==> src/rtl/db15_joy_scan.sv <==
// rtl/db15_joy_scan.sv - DB15 joystick adapter serial reader with two-frame debounce
module db15_joy_scan #(
   parameter int CLK_DIV   = 24,
   parameter int GAP_TICKS = 2000
) (
   input  logic        clk,
   input  logic        RESET_N,
   input  logic        JOY_DATA,
   output logic        JOY_CLK,
   output logic        JOY_LOAD,
   output logic [15:0] joystick1,
   output logic [15:0] joystick2,
   output logic        frame_stb,
   output logic        changed
);

   localparam int DW = (CLK_DIV > 1) ? $clog2(CLK_DIV) : 1;
   localparam int GW = (GAP_TICKS > 1) ? $clog2(GAP_TICKS) : 1;

   typedef enum logic [1:0] {S_IDLE, S_LOAD, S_SHIFT, S_LATCH} state_t;

   state_t        state;
   logic [DW-1:0] divcnt;
   logic [GW-1:0] gapcnt;
   logic [4:0]    bitidx;
   logic          phase;
   logic [1:0]    data_sync;
   logic [31:0]   sr;
   logic [31:0]   prev;
   logic [31:0]   cur;
   logic          tick;

   assign tick = (divcnt == DW'(CLK_DIV - 1));
   assign cur  = ~sr;

   always_ff @(posedge clk or negedge RESET_N) begin
      if (!RESET_N) begin
         divcnt <= '0;
      end else if (tick) begin
         divcnt <= '0;
      end else begin
         divcnt <= divcnt + DW'(1);
      end
   end

   // Idle level of the adapter line is high, so the synchronizer resets to 1.
   always_ff @(posedge clk or negedge RESET_N) begin
      if (!RESET_N) begin
         data_sync <= 2'b11;
      end else begin
         data_sync <= {data_sync[0], JOY_DATA};
      end
   end

   always_ff @(posedge clk or negedge RESET_N) begin
      if (!RESET_N) begin
         state     <= S_IDLE;
         gapcnt    <= '0;
         bitidx    <= '0;
         phase     <= 1'b0;
         sr        <= '1;
         prev      <= '1;
         JOY_CLK   <= 1'b0;
         JOY_LOAD  <= 1'b1;
         joystick1 <= '0;
         joystick2 <= '0;
         frame_stb <= 1'b0;
         changed   <= 1'b0;
      end else begin
         frame_stb <= 1'b0;
         changed   <= 1'b0;
         if (tick) begin
            case (state)
               S_IDLE: begin
                  if (gapcnt == GW'(GAP_TICKS - 1)) begin
                     gapcnt   <= '0;
                     JOY_LOAD <= 1'b0;
                     phase    <= 1'b0;
                     state    <= S_LOAD;
                  end else begin
                     gapcnt <= gapcnt + GW'(1);
                  end
               end
               // phase doubles as the two-tick load counter here
               S_LOAD: begin
                  if (!phase) begin
                     phase <= 1'b1;
                  end else begin
                     JOY_LOAD <= 1'b1;
                     bitidx   <= '0;
                     phase    <= 1'b0;
                     state    <= S_SHIFT;
                  end
               end
               S_SHIFT: begin
                  if (!phase) begin
                     JOY_CLK     <= 1'b0;
                     sr[bitidx]  <= data_sync[1];
                     phase       <= 1'b1;
                  end else begin
                     JOY_CLK <= 1'b1;
                     phase   <= 1'b0;
                     if (bitidx == 5'd31) begin
                        state <= S_LATCH;
                     end else begin
                        bitidx <= bitidx + 5'd1;
                     end
                  end
               end
               S_LATCH: begin
                  JOY_CLK <= 1'b0;
                  if (cur == prev && cur != {joystick2, joystick1}) begin
                     joystick1 <= cur[15:0];
                     joystick2 <= cur[31:16];
                     changed   <= 1'b1;
                  end
                  prev      <= cur;
                  frame_stb <= 1'b1;
                  state     <= S_IDLE;
               end
               default: state <= S_IDLE;
            endcase
         end
      end
   end

endmodule

==> config.mk <==
export PLATFORM = sky130hd
export DESIGN_NAME = db15_joy_scan
export DESIGN_NICKNAME = d
export VERILOG_FILES = /design/src/rtl/db15_joy_scan.sv
export SDC_FILE = /design/constraint.sdc
export NUM_CORES = 1
export LEC_CHECK = 0
export ABC_CLOCK_PERIOD_IN_PS = 3300
export CAP_MARGIN = 10
export CORE_ASPECT_RATIO = 0.5
export CORE_MARGIN = 3
export CORE_UTILIZATION = 50
export CTS_CLUSTER_DIAMETER = 80
export DETAILED_ROUTE_END_ITERATION = 12
export PLACE_DENSITY = 0.8
export SYNTH_ARGS = -nofsm -noshare
export SYNTH_HDL_FRONTEND = slang
export SYNTH_SLANG_ARGS = --single-unit
==> constraint.sdc <==
create_clock -name clk -period 3.3 [get_ports clk]
set_input_delay 0.33 -clock clk [delete_from_list [all_inputs] [get_ports clk]]
set_output_delay 0.33 -clock clk [all_outputs]
set_load 0.01 [all_outputs]
# ---- Word-level counts from Yosys, hierarchy flattened
# Index checks and enable logic that the tools add are counted.
dict set report word_totals {
  out_inout_bits 36
  in_bits 3
  register_bits 126
}
dict set report op_classes {
  add_sub_neg 3
  order_cmp 2
  bitwise 2
  eq_ne 13
  n_reduce_logical 17
  muxes 26
}
# operator n
set ops {}
lappend ops {{$bwmux 32} 1}
lappend ops {{$eq 32x32->1} 1}
lappend ops {{$ne 32x32->1} 1}
lappend ops {{$not 32->32} 1}
lappend ops {{$mux 5} 4}
lappend ops {{$add 11x1->11 const B} 1}
lappend ops {{$eq 11x11->1 const B} 1}
lappend ops {{$mux 11} 1}
lappend ops {{$add 5x1->5 const B} 2}
lappend ops {{$eq 5x5->1 const B} 2}
lappend ops {{$mux 1} 10}
lappend ops {{$ne 2x2->1 const B} 5}
lappend ops {{$pmux 5 s2} 1}
lappend ops {{$reduce_and 5->1} 2}
lappend ops {{$reduce_and 3->1} 3}
lappend ops {{$mux 2} 4}
lappend ops {{$pmux 2 s4} 1}
lappend ops {{$reduce_bool 2->1} 4}
lappend ops {{$lt 5x6->1 const B} 1}
lappend ops {{$pmux 1 s2} 3}
lappend ops {{$reduce_and 2->1} 3}
lappend ops {{$demux 1 s5} 1}
lappend ops {{$ge 5x1->1 const B} 1}
lappend ops {{$eq 2x2->1 const B} 2}
lappend ops {{6 further kinds} 7}

# ---- Depth between registers and ports, before layout
# Gate-level depths: netlist of run 1.
dict set report depth {
  ltp_word 6
  ltp_mapped 7
  mapped_depth_nobuf 7
}

# ---- Worst setup path after synthesis of run 1
# No wires, ideal clock.
dict set report synth_timing {
  path_type {reg-to-reg}
  from {register state[0]}
  to {register sr[28]}
  n_path_buf 0
  stages_incl_launch_ff 8
  period_less_slack_ps 1854
  arrival_time_ps 1769
  setup_slack_ps 1446
  required_ps 3215
  setup_ps 85
  path_cell_list {dfrtp_1 > inv_1 > ha_1 > inv_1 > nor3_1 > nand2_1 > nor2_1 > mux2_1}
}
dict set report synth_between {
  elab_chain_cells 2
}
# element line
set synth_lines {}
lappend synth_lines {{start: declaration} 22} ;# state_t state;
lappend synth_lines {{start signal: assignment} 57} ;# state <= S_IDLE;
lappend synth_lines {{start signal: assignment} 79} ;# state <= S_LOAD;
lappend synth_lines {{start signal: assignment} 92} ;# state <= S_SHIFT;
lappend synth_lines {{$eq 2x2->1} 73} ;# case (state)
lappend synth_lines {{$reduce_and 3->1 (no line)} n/a}
lappend synth_lines {{end signal: indexed assignment} 98} ;# sr[bitidx] <= data_sync[1];
lappend synth_lines {{end: declaration} 28} ;# logic [31:0] sr;
# No other way between the ends.
# A chain may end at the register's enable or synchronous reset.

# ---- Worst setup path after layout of run 1
dict set report layout_timing {
  from {register sr[28]}
  to {register joystick1[8]}
}
dict set report layout_between {
  elab_chain_cells 4
  elab_cells_between_ends 5
}
# element line
set layout_lines {}
lappend layout_lines {{$not 32->32 (*)} 34} ;# assign cur = ~sr;
lappend layout_lines {{$eq 32x32->1 or $ne 32x32->1 (tied branches)} 112} ;# if (cur == prev && cur != {joystick2, joystick1}) begin
lappend layout_lines {{$logic_and 1x1->1 (*)} 112}
lappend layout_lines {{$reduce_and 3->1 (no line) (*)} n/a}
lappend layout_lines {{end signal: assignment} 113} ;# joystick1 <= cur[15:0];
lappend layout_lines {{end: declaration} 11} ;# output logic [15:0] joystick1,
# Mark *: on every way between the ends. The rest lies on a longest branch, timed or not.

==> results of run 1 <==
layout by cell type, fill, tap and decap left out, types with 33 or more instances in the layout:
cell type,n
sky130_fd_sc_hd__inv_1,40
sky130_fd_sc_hd__o21ai_0,46
sky130_fd_sc_hd__nor2_1,45
sky130_fd_sc_hd__clkdlybuf4s50_1,37
sky130_fd_sc_hd__dfstp_2,67
sky130_fd_sc_hd__nand2_1,57
sky130_fd_sc_hd__xnor2_1,33
sky130_fd_sc_hd__dfrtp_1,59
sky130_fd_sc_hd__xor2_1,34
sky130_fd_sc_hd__mux2i_1,34
Yosys cell counts (3+ instances only):
cell	instances	share of area (%)
sky130_fd_sc_hd__dfstp_2	67	29
sky130_fd_sc_hd__dfrtp_1	59	24
sky130_fd_sc_hd__nand2_1	58	3.6
sky130_fd_sc_hd__o21ai_0	46	3.8
sky130_fd_sc_hd__nor2_1	45	2.8
sky130_fd_sc_hd__inv_1	40	2.5
sky130_fd_sc_hd__mux2i_1	34	5.6
sky130_fd_sc_hd__xor2_1	34	4.9
sky130_fd_sc_hd__xnor2_1	33	4.7
sky130_fd_sc_hd__mux2_1	32	5.9
sky130_fd_sc_hd__clkbuf_1	14	0.86
sky130_fd_sc_hd__ha_1	12	2.5
sky130_fd_sc_hd__nand4_1	12	1.2
sky130_fd_sc_hd__a21oi_1	9	0.74
sky130_fd_sc_hd__nor4_1	9	0.92
sky130_fd_sc_hd__nand3_1	8	0.66
sky130_fd_sc_hd__nor3_1	5	0.41
sky130_fd_sc_hd__nand2b_1	4	0.41
sky130_fd_sc_hd__nand3b_1	4	0.49
sky130_fd_sc_hd__and3_1	3	0.31
sky130_fd_sc_hd__buf_8	3	0.74
sky130_fd_sc_hd__nand4b_1	3	0.43
sky130_fd_sc_hd__or3_1	3	0.31
power by group through the flow:
stage	registers [W]	clock network [W]	logic [W]
2_1_floorplan	0.00158	0	0.00000397
3_3_place_gp	0.00158	0	0.0000367
3_5_place_dp	0.00158	0	0.0000370
4_1_cts	0.00156	0.00182	0.0000380
5_1_grt	0.00156	0.00190	0.0000422
6_report	0.00156	0.00180	0.0000355
flip-flops by register name, indices dropped and copies added, names as in the netlist, 5 cells and up:
name and count:
prev 32, sr 32, joystick1 16, joystick2 16, gapcnt 11, bitidx 5, divcnt 5
what timing repair did:
action / 4_1_cts / 5_1_grt
setup buffers: 0 / 0
hold buffers: 1 / 0
gates resized for setup: 0 / 0
hold endpoints to repair: 18 / 0
cell type report:
cell class	instances	share of cell area (%)
flip-flops and latches	126	44.9
inverters	40	2.08
well taps	159	2.76
repair buffers	44	6.07
multi-input cells	376	36.4
clock buffers	25	6.59
clock inverters	7	1.25
worst max path at each step:
stage | startpoint | endpoint | slack [ps] | cells after the start
after floorplan | state[0] | sr[28] | 1450 | 7
after global placement | sr[24] | joystick2[6] | 940 | 6
after detailed placement | sr[24] | joystick1[8] | 890 | 6
after CTS | sr[28] | joystick1[8] | 860 | 6
after global routing | state[0] | sr[18] | 650 | 7
final | sr[28] | joystick1[8] | 850 | 6
worst max-delay path, cell delays in order (launching register included):
cell                        delay [ps]
sky130_fd_sc_hd__dfstp_2           590
sky130_fd_sc_hd__xnor2_1            90
sky130_fd_sc_hd__nor4_1            510
sky130_fd_sc_hd__nand4_1           260
sky130_fd_sc_hd__o2111ai_4         260
sky130_fd_sc_hd__buf_4             380
sky130_fd_sc_hd__mux2i_1           260
metal layers:
layer / part of all wire (%) / track usage, % / up-vias / wire, um
met5: 0 / 0 / - / 0
met4: 1.3 / 6.73 / 0 / 174
met3: 5.3 / 6.01 / 19 / 686
met2: 48 / 32.2 / 77 / 6190
met1: 46 / 26.9 / 2059 / 5960
li1: - / - / 1992 / -
per-stage QoR:
step                      cell area, um^2  cells  setup WS, ps  power (W)  hold slack (ps)
after global routing                 7220    777           654    0.00350              333
after global placement               6640    744           936    0.00162              338
after detailed placement             6640    744           887    0.00162              338
after CTS                            7220    777           860    0.00342              321
final                                7220    777           853    0.00340              321
after floorplan                      6110    559          1450    0.00158             34.4
logic make-up (layout without fill, tap and decap cells):
family / Yosys count / in the layout / synth area share, %
adder cells (fa/ha/maj): 12 / 12 / 2.46
XOR/XNOR: 67 / 67 / 9.60
AO/OA/AOI/OAI: 68 / 68 / 6.47
AND/OR/NAND/NOR: 162 / 162 / 12.8
flip-flops: 126 / 126 / 53.0
multiplexers: 67 / 67 / 11.7
buffers and inverters: 57 / 116 / 4.05
==> results.txt, run 1 <==
----------------------------------------------------
[Status]
  Run status ... complete, no violations

[Worst hold path]
  Cell depth of the worst hold path ... 1
  Path class of the lowest-slack min-delay path ... primary input to flip-flop
  Hold Path Sink ... data_sync[0]
  Origin of the worst min-delay path ... JOY_DATA

[Power and ir drop]
  Leakage power ... around 3.3 nW
  P_int ... 0.00271 W
  Part of the power in combinational logic ... 1.0%
  IR drop worst, VDD ... between 0.2 and 0.3 mV
  Relative contribution of the clock network to total power ... 53.1%
  Power density normalized to cell area ... 471 nW/um^2
  Psw ... around 0.0007 W
  Fraction of power consumed by sequential logic ... 45.9%
  Sw frac ... 20.4%

[Setup path]
  Worst reg2reg path depth ... 6
  Startpoint of the most critical register-to-register path ... sr[28]
  Endpoint of the worst register-to-register path ... joystick1[8]
  Critical Path AT ... 2780 ps
  Critical Path Sink Type ... flip-flop
  Class of the most critical setup path ... flip-flop to flip-flop
  Kind of start point of the critical path ... flip-flop
  Maximum fanout encountered on the critical timing path ... 20
  Setup slack on the worst flop-to-flop path ... ~850 ps
  Required time of the critical path ... 3630 ps

[Die]
  Site row count ... 27
  Chip Height ... 84.2 um
  Area of the core ... roughly 11000 um^2
  Overall die area ... 13700 um^2
  Die width ... 162 um
  Effective utilization at floorplan ... 53.3%
  Top-Level Pins ... 39

[Placed design]
  Final weighted congestion in routability-driven placement ... 0.814
  Placed wire-length estimate ... 8700 um
  Count of buffers inserted at the top-level ports ... 38

[Route]
  Count of TritonRoute iterations in the first routing pass ... 6
  Remaining antenna violation count after routing ... 0
  Via-per-instance ratio ... 5.34
  First DRT Iteration DRCs ... ~350
  WL/cell ... 16.7 um
  Vias post-DR ... between 4000 and 5000
  Total detailed-routing wirelength ... 13000 um
  DR DRC count ... 0

[Job]
  Number of violations of the max-capacitance limit ... 0

[Timing]
  Final sum of negative setup slack ... 0 ps
  Achievable Freq ... 0.409 GHz
  Worst clock skew ... approximately 7.6 ps
  Max-slew violation total from the final report ... 0
  Final setup violating endpoints ... 0
  Clock period minus worst slack ... 2450 ps
  RSZ-0062 raised after global routing ... false
  Worst relative slew slack ... 60.4%
  Fin crit share ... between 70% and 80%
  Worst-margin pin slew ... 594 ps
  Final number of hold-violating endpoints ... 0

[Synth]
  Number of distinct library cells after synthesis ... 42
  Most used flip-flop cell after synthesis ... sky130_fd_sc_hd__dfstp_2
  Sequential share of the synthesized area ... 53.0%
  Count of yosys warnings during synthesis ... 0
  Syn_area_per_cell ... 10.9 um^2
  Proportion of synthesized flip-flops having asynchronous set or reset ... 100%
  Post-synth EDFFs ... 0
  Number of cells produced by synthesis ... 559
  Number of storage elements in the synthesis netlist ... 126
  Post-synthesis cell area ... between 6000 and 7000 um^2
  Synthesized netlist net count ... around 570

[Global routing]
  Congestion Overflow GR ... 0
  Antenna violations before repair ... 0
  Global-route wire length before repair ... 21600 um
  Vias in the first global route ... 4172
  Largest net degree at the start of global routing ... 70
  Overall track demand over capacity in global routing ... about a fifth

[Clocking]
  Number of buffers on the longest clock path ... 2
  Clk_lat worst skew ... 420 ps
  Clock input transition at the sequential cells of the worst setup and hold paths ... around 60 ps
  Clock tree from TritonCTS ... built
  Root Buffer Master ... sky130_fd_sc_hd__clkbuf_16
  Number of buffers added by the clock tree synthesis step ... 17
  Num Clock Sinks ... 126
  Deepest level of the CTS H-tree ... 4

[Final layout]
  Number of nets in the finished design ... 620
  Area taken by multi-input logic gates ... around 2600 um^2
  Share of post-route cells with drive strength above 1 ... 17.3%
  Area growth syn-to-layout ... 18.1%
  Footprint of the flip-flops and latches ... 3240 um^2
  Antenna diode count ... 0
  Fillers ... 888
  Post-layout utilization of the core ... 63.0%

----------------------------------------------------
No activity file was read; power rests on OpenSTA's default activity.
==> run 2, diff against run 1 <==
--- a/config.mk
+++ b/config.mk
@@ -5,14 +5,14 @@
 export SDC_FILE = /design/constraint.sdc
 export NUM_CORES = 1
 export LEC_CHECK = 0
-export ABC_CLOCK_PERIOD_IN_PS = 3300
+export ABC_CLOCK_PERIOD_IN_PS = 2200
 export CAP_MARGIN = 10
 export CORE_ASPECT_RATIO = 0.5
 export CORE_MARGIN = 3
 export CORE_UTILIZATION = 50
 export CTS_CLUSTER_DIAMETER = 80
 export DETAILED_ROUTE_END_ITERATION = 12
-export PLACE_DENSITY = 0.8
+export PLACE_DENSITY = 0.83
 export SYNTH_ARGS = -nofsm -noshare
 export SYNTH_HDL_FRONTEND = slang
 export SYNTH_SLANG_ARGS = --single-unit
==> constraint.sdc (replaced) <==
create_clock -name clk -period 2.2 [get_ports clk]
set_input_delay 0.22 -clock clk [delete_from_list [all_inputs] [get_ports clk]]
set_output_delay 0.22 -clock clk [all_outputs]
set_load 0.01 [all_outputs]
==> results.txt, run 2 (same netlist as run 1, synthesis figures left out) <==
----------------------------------------------------
[Worst hold path]
  Path class of the lowest-slack min-delay path ... primary input to flip-flop (unchanged)

[Placed design]
  Final weighted congestion in routability-driven placement ... 0.793 (was 0.814)
  Placed wire-length estimate ... 8840 um (was 8700 um)
  Count of buffers inserted at the top-level ports ... 38 (unchanged)
  Cells after DPL ... 769 (was 744)

[Global routing]
  Largest net degree at the start of global routing ... 66 (was 70)
  Global Route met3 Usage ... 5.52% (was 6.01%)
  Layer carrying the most global-route usage ... met2 (unchanged)
  Met2 global-route usage ... 34.9% (was 32.2%)
  Global-route wire length before repair ... 23200 um (was 21600 um)
  Overall track demand over capacity in global routing ... 21.5% (was 20.3%)
  Congestion Overflow GR ... 0 (unchanged)
  Antenna violations before repair ... 0 (unchanged)
  Fraction of met1 tracks used by global routing ... 28.2% (was 26.9%)
  Vias in the first global route ... 4544 (was 4172)

[Power and ir drop]
  IR drop worst, VDD ... 0.443 mV (was 0.275 mV)
  Leakage power ... 3.56 nW (was 3.30 nW)
  Power density normalized to cell area ... 714 nW/um^2 (was 471 nW/um^2)

[Die]
  Chip Height ... 84.2 um (unchanged)
  Effective utilization at floorplan ... 53.3% (unchanged)
  Site row count ... 27 (unchanged)
  Top-Level Pins ... 39 (unchanged)
  Area of the core ... 11500 um^2 (unchanged)
  Die width ... 162 um (unchanged)
  Overall die area ... 13700 um^2 (unchanged)

[Timing]
  Fin crit share ... 105% (was 74.2%)
  RSZ-0062 raised after global routing ... true (was false)
  Worst clock skew ... 7.85 ps (was 7.61 ps)
  Final sum of negative setup slack ... -1390 ps (was 0 ps)
  Max-slew violation total from the final report ... 0 (unchanged)
  Final number of hold-violating endpoints ... 0 (unchanged)
  Final setup violating endpoints ... 32 (was 0)
  Worst relative slew slack ... 55.6% (was 60.4%)
  Worst-margin pin slew ... 666 ps (was 594 ps)
  Tightest hold margin ... 204 ps (was 321 ps)
  Least setup slack across all paths after layout ... -101 ps (was 853 ps)
  Achievable Freq ... 0.435 GHz (was 0.409 GHz)
  Clock period minus worst slack ... 2300 ps (was 2450 ps)

[Route]
  Via-per-instance ratio ... 5.64 (was 5.34)
  WL/cell ... 18.6 um (was 16.7 um)
  DR DRC count ... 0 (unchanged)
  Remaining antenna violation count after routing ... 0 (unchanged)
  Count of TritonRoute iterations in the first routing pass ... 5 (was 6)
  First DRT Iteration DRCs ... 313 (was 349)
  Vias post-DR ... 4570 (was 4147)
  Total detailed-routing wirelength ... 15100 um (was 13000 um)

[Clocking]
  Number of buffers added by the clock tree synthesis step ... 17 (unchanged)
  Clock tree from TritonCTS ... built (unchanged)
  Clk_lat worst skew ... 420 ps (about the same)
  Root Buffer Master ... sky130_fd_sc_hd__clkbuf_16 (unchanged)
  Clock input transition at the sequential cells of the worst setup and hold paths ... 60 ps (about the same)
  Deepest level of the CTS H-tree ... 4 (unchanged)
  Number of buffers on the longest clock path ... 2 (unchanged)
  Num Clock Sinks ... 126 (unchanged)

[Status]
  Run status ... finished, violations left (was complete, no violations)
  Failing checks ... negative setup slack

[Final layout]
  Number of nets in the finished design ... 653 (was 620)
  Share of post-route cells with drive strength above 1 ... 24.9% (was 17.3%)
  Final Instance Count excl. Fillers ... 810 (was 777)
  Registers with the most flip-flops ... prev (32), sr (32) (unchanged)
  Post-layout utilization of the core ... 67.7% (was 63.0%)
  Fillers ... 741 (was 888)
  Highest-count cells in the layout ignoring fill and taps ... sky130_fd_sc_hd__dfstp_2 (67), sky130_fd_sc_hd__dfrtp_1 (59), sky130_fd_sc_hd__nand2_1 (57), sky130_fd_sc_hd__o21ai_0 (46), sky130_fd_sc_hd__nor2_1 (44) (was sky130_fd_sc_hd__dfstp_2 (67), sky130_fd_sc_hd__dfrtp_1 (59), sky130_fd_sc_hd__nand2_1 (57), sky130_fd_sc_hd__o21ai_0 (46), sky130_fd_sc_hd__nor2_1 (45))
  Most common cell after layout, fill and taps aside ... sky130_fd_sc_hd__dfstp_2 (unchanged)
  Antenna diode count ... 0 (unchanged)
  Area growth syn-to-layout ... 27.0% (was 18.1%)

[Setup path]
  Required time of the critical path ... 2530 ps (was 3630 ps)
  Maximum fanout encountered on the critical timing path ... 5 (was 20)
  Class of the most critical setup path ... flip-flop to flip-flop (unchanged)
  Kind of start point of the critical path ... flip-flop (unchanged)
  Critical Path AT ... 2630 ps (was 2780 ps)
  Critical Path Sink Type ... flip-flop (unchanged)

[Job]
  Number of violations of the max-capacitance limit ... 0 (unchanged)

----------------------------------------------------
==> run 2: cell types whose count changed in the layout (fill, tap and decap cells not counted), moves of 3 or more <==
cell                       delta
sky130_fd_sc_hd__buf_12       +3
sky130_fd_sc_hd__clkbuf_8     +4
sky130_fd_sc_hd__xor2_2       +3
sky130_fd_sc_hd__mux2i_1      -3
sky130_fd_sc_hd__nor4_1       -6
sky130_fd_sc_hd__buf_4       +26
sky130_fd_sc_hd__clkbuf_1     -6
sky130_fd_sc_hd__nor4_2       +5
sky130_fd_sc_hd__xor2_1       -3
==> run 2: critical path, stage by stage (launching register included) <==
cell                        delay [ps]
sky130_fd_sc_hd__dfstp_2           600
sky130_fd_sc_hd__xnor2_1            90
sky130_fd_sc_hd__nor4_1            360
sky130_fd_sc_hd__nand4_1           300
sky130_fd_sc_hd__o2111ai_4         300
sky130_fd_sc_hd__buf_12            170
sky130_fd_sc_hd__clkbuf_16         160
sky130_fd_sc_hd__mux2i_1           220
==> run 2: final cells by class <==
type	count	area (um^2)	area share, %
Timing Repair Buffer	77	773	9.97
Multi-Input combinational cell	376	2740	35.3
Sequential cell	126	3240	41.7
Clock inverter	9	154	1.98
Clock buffer	23	508	6.55
Tap cell	159	199	2.56
Inverter	40	150	1.94
==> run 2: path summary, 6_finish.rpt <==
| path | slack, ps | depth (start not counted) | start | to |
|---|---|---|---|---|
| max | -100 | 7 | sr[25] | joystick1[11] |
| min | 200 | 1 | JOY_DATA | data_sync[0] |
| max reg2reg | -100 | 7 | sr[25] | joystick1[11] |
| min reg2reg | 360 | 0 | data_sync[0] | data_sync[1] |
| max in group asynchronous | 1200 | 3 | RESET_N | sr[27] |
| min in group asynchronous | 310 | 2 | RESET_N | joystick1[10] |
==> run 2: timing repair <==
action | in CTS | in global routing
cloned | 0 | 2
setup buffers | 1 | 5
setup endpoints to repair | 32 | 38
pin swaps | 2 | 11
hold endpoints to repair | 12 | 0
gates resized for setup | 2 | 20
hold buffers | 1 | 0
==> run 2: metrics by stage <==
| step | area [um^2] | setup slack (ps) | total power [W] |
|---|---|---|---|
| after floorplan | 6110 | 346 | 0.00237 |
| after global placement | 6840 | -99.3 | 0.00243 |
| after detailed placement | 6840 | -122 | 0.00243 |
| after CTS | 7530 | 0.305 | 0.00554 |
| after global routing | 7760 | -120 | 0.00567 |
| final | 7760 | -101 | 0.00553 |
==> run 2: power by group <==
group / internal (W) / switching, W / total [W]
clock network: 0.00208 / 0.00106 / 0.00314
registers: 0.00233 / 0.0000103 / 0.00234
logic: 0.0000115 / 0.0000453 / 0.0000568
==> run 2: routing by layer <==
layer | vias up | part of all wire [%]
met2 | 162 | 49
met4 | 0 | 2.6
met5 | - | 0
li1 | 2055 | -
met3 | 38 | 5.8
met1 | 2315 | 43
==> run 3, diff against run 2 <==
--- a/config.mk
+++ b/config.mk
@@ -13,6 +13,7 @@
 export CTS_CLUSTER_DIAMETER = 80
 export DETAILED_ROUTE_END_ITERATION = 12
 export PLACE_DENSITY = 0.83
+export SETUP_SLACK_MARGIN = 0.4
 export SYNTH_ARGS = -nofsm -noshare
 export SYNTH_HDL_FRONTEND = slang
 export SYNTH_SLANG_ARGS = --single-unit
==> results.txt, run 3 (same netlist as run 1, synthesis figures left out) <==
----------------------------------------------------
[Route]
  DR DRC count ... 0 (unchanged)
  Count of TritonRoute iterations in the first routing pass ... 5 (unchanged)
  Remaining antenna violation count after routing ... 0 (unchanged)
  First DRT Iteration DRCs ... 491 (was 313)
  WL/cell ... 22.4 um (was 18.6 um)
  Total detailed-routing wirelength ... 18400 um (was 15100 um)
  Vias post-DR ... 4848 (was 4570)
  Via-per-instance ratio ... 5.91 (was 5.64)

[Die]
  Die width ... 162 um (unchanged)
  Overall die area ... 13700 um^2 (unchanged)
  Effective utilization at floorplan ... 53.3% (unchanged)
  Top-Level Pins ... 39 (unchanged)
  Site row count ... 27 (unchanged)
  Chip Height ... 84.2 um (unchanged)
  Area of the core ... 11500 um^2 (unchanged)

[Clocking]
  Num Clock Sinks ... 126 (unchanged)
  Clk_lat worst skew ... 430 ps (was 420 ps)
  Deepest level of the CTS H-tree ... 4 (unchanged)
  Clock input transition at the sequential cells of the worst setup and hold paths ... 60 ps (about the same)
  Clock tree from TritonCTS ... built (unchanged)
  Number of buffers added by the clock tree synthesis step ... 17 (unchanged)
  Number of buffers on the longest clock path ... 2 (unchanged)
  Root Buffer Master ... sky130_fd_sc_hd__clkbuf_16 (unchanged)

[Placed design]
  Final weighted congestion in routability-driven placement ... 0.822 (was 0.793)
  Minimum setup slack after placement ... -125 ps (was -122 ps)
  Count of buffers inserted at the top-level ports ... 38 (unchanged)
  Cells after DPL ... 758 (was 769)
  Placed wire-length estimate ... 8330 um (was 8840 um)

[Final layout]
  Footprint of the flip-flops and latches ... 3240 um^2 (about the same)
  Antenna diode count ... 0 (unchanged)
  Share of post-route cells with drive strength above 1 ... 40.5% (was 24.9%)
  Area growth syn-to-layout ... 37.3% (was 27.0%)
  Number of nets in the finished design ... 663 (was 653)
  Registers with the most flip-flops ... prev (32), sr (32) (unchanged)
  Most common cell after layout, fill and taps aside ... sky130_fd_sc_hd__dfstp_2 (unchanged)
  Area taken by multi-input logic gates ... 3330 um^2 (was 2740 um^2)
  Highest-count cells in the layout ignoring fill and taps ... sky130_fd_sc_hd__dfstp_2 (67), sky130_fd_sc_hd__dfrtp_1 (57), sky130_fd_sc_hd__nand2_1 (53), sky130_fd_sc_hd__o21ai_0 (42), sky130_fd_sc_hd__inv_1 (39) (was sky130_fd_sc_hd__dfstp_2 (67), sky130_fd_sc_hd__dfrtp_1 (59), sky130_fd_sc_hd__nand2_1 (57), sky130_fd_sc_hd__o21ai_0 (46), sky130_fd_sc_hd__nor2_1 (44))
  Final Instance Count excl. Fillers ... 820 (was 810)
  Fillers ... 576 (was 741)
  Post-layout utilization of the core ... 73.2% (was 67.7%)

[Timing]
  Achievable Freq ... 0.409 GHz (was 0.435 GHz)
  Final setup violating endpoints ... 32 (unchanged)
  Final number of hold-violating endpoints ... 0 (unchanged)
  Least setup slack across all paths after layout ... -246 ps (was -101 ps)
  Worst-margin pin slew ... 688 ps (was 666 ps)
  Tightest hold margin ... 200 ps (was 204 ps)
  Fin crit share ... 111% (was 105%)
  RSZ-0062 raised after global routing ... true (unchanged)
  Clock period minus worst slack ... 2450 ps (was 2300 ps)
  Max-slew violation total from the final report ... 0 (unchanged)
  Worst clock skew ... 8.65 ps (was 7.85 ps)
  Worst relative slew slack ... 54.2% (was 55.6%)

[Status]
  Run status ... finished, violations left (unchanged)
  Failing checks ... negative setup slack (unchanged)

[Power and ir drop]
  Leakage power ... 3.58 nW (was 3.56 nW)
  IR drop worst, VDD ... 0.399 mV (was 0.443 mV)
  Power density normalized to cell area ... 625 nW/um^2 (was 714 nW/um^2)

[Setup path]
  Kind of start point of the critical path ... flip-flop (unchanged)
  Required time of the critical path ... 2520 ps (was 2530 ps)
  Setup slack on the worst flop-to-flop path ... -250 ps (was -100 ps)
  Critical Path AT ... 2770 ps (was 2630 ps)
  Slowest cell on crit path ... sky130_fd_sc_hd__dfstp_2 (unchanged)
  Class of the most critical setup path ... flip-flop to flip-flop (unchanged)
  Slowest stage delay, CP ... 650 ps (was 600 ps)
  Chain of cells forming the critical path ... xnor2_2 -> nor4_2 -> nand4_1 -> o2111ai_4 -> clkbuf_16 -> mux2i_1 (was xnor2_1 -> nor4_1 -> nand4_1 -> o2111ai_4 -> buf_12 -> clkbuf_16 -> mux2i_1)
  Maximum fanout encountered on the critical timing path ... 8 (was 5)
  Critical Path Sink Type ... flip-flop (unchanged)

[Worst hold path]
  Path class of the lowest-slack min-delay path ... primary input to flip-flop (unchanged)

[Global routing]
  Antenna violations before repair ... 0 (unchanged)
  Overall track demand over capacity in global routing ... 23.6% (was 21.5%)
  Largest net degree at the start of global routing ... 127 (was 66)
  Vias in the first global route ... 4797 (was 4544)
  Global-route wire length before repair ... 25200 um (was 23200 um)
  Congestion Overflow GR ... 0 (unchanged)

[Job]
  Number of violations of the max-capacitance limit ... 0 (unchanged)

----------------------------------------------------
## run 3: cell count changes in the layout (fill, tap and decap cells not counted), moves of 5 or more
cell,before,now
sky130_fd_sc_hd__mux2_1,32,1
sky130_fd_sc_hd__nor2_4,0,34
sky130_fd_sc_hd__nor2_1,44,8
sky130_fd_sc_hd__mux2_4,0,32
sky130_fd_sc_hd__ha_1,12,7
sky130_fd_sc_hd__buf_6,0,10
## run 3: layout make-up
| type | instances | share of cell area, % |
|---|---|---|
| timing repair buffer | 87 | 10.5 |
| multi-input combinational | 376 | 39.7 |
| clock buffer | 22 | 5.66 |
| tap | 159 | 2.37 |
| sequential | 126 | 38.6 |
| clock inverter | 10 | 1.33 |
| inverter | 40 | 1.79 |
## run 3: per-stage QoR
stage / setup TNS [ps] / power (W) / cell area (um^2)
6_report: -4250 / 0.00524 / 8390
3_3_place_gp: -1560 / 0.00243 / 6780
4_1_cts: 0 / 0.00520 / 7860
2_1_floorplan: 0 / 0.00237 / 6110
3_5_place_dp: -2850 / 0.00243 / 6780
5_1_grt: -6250 / 0.00537 / 8390
## run 3: timing repair
action                     CTS  global route
hold buffers                 1             0
hold endpoints to repair    59             0
setup endpoints to repair  107            88
gates resized for setup    100            86
buffers inserted            11            16
gates cloned                 0             2
pin swaps                   23            31
## run 3: per-layer routing
layer  GRT usage [%]  share of wire (%)  vias up
met5               0                  0        -
met4            10.7                3.5        0
li1                -                  -     2066
met1            29.5                 40     2465
met2            39.5                 50      251
met3            5.32                7.2       66
## run 3: path summary, 6_finish.rpt
kind	to	start	depth (start not counted)
max	joystick1[13]	sr[31]	6
min	data_sync[0]	JOY_DATA	1
max reg2reg	joystick1[13]	sr[31]	6
min reg2reg	data_sync[1]	data_sync[0]	0
max in group asynchronous	gapcnt[0]	RESET_N	3
min in group asynchronous	divcnt[3]	RESET_N	3
## run 3: where the power goes
part / leakage (nW) / switching (W) / total, W / internal, W
Combinational: 1.80 / 0.0000434 / 0.0000522 / 0.00000885
Sequential: 1.50 / 0.0000108 / 0.00234 / 0.00233
Clock: 0.282 / 0.00110 / 0.00285 / 0.00175
## run 3: critical path: cells and delay by family, from the launching register on
family	cells	cell delay, ps
DFF	1	650
and+or+nand+nor	2	610
AOI/OAI and AO/OA	1	440
muxes	1	280
buffers and inverters	1	260
xor gates and xnor gates	1	90
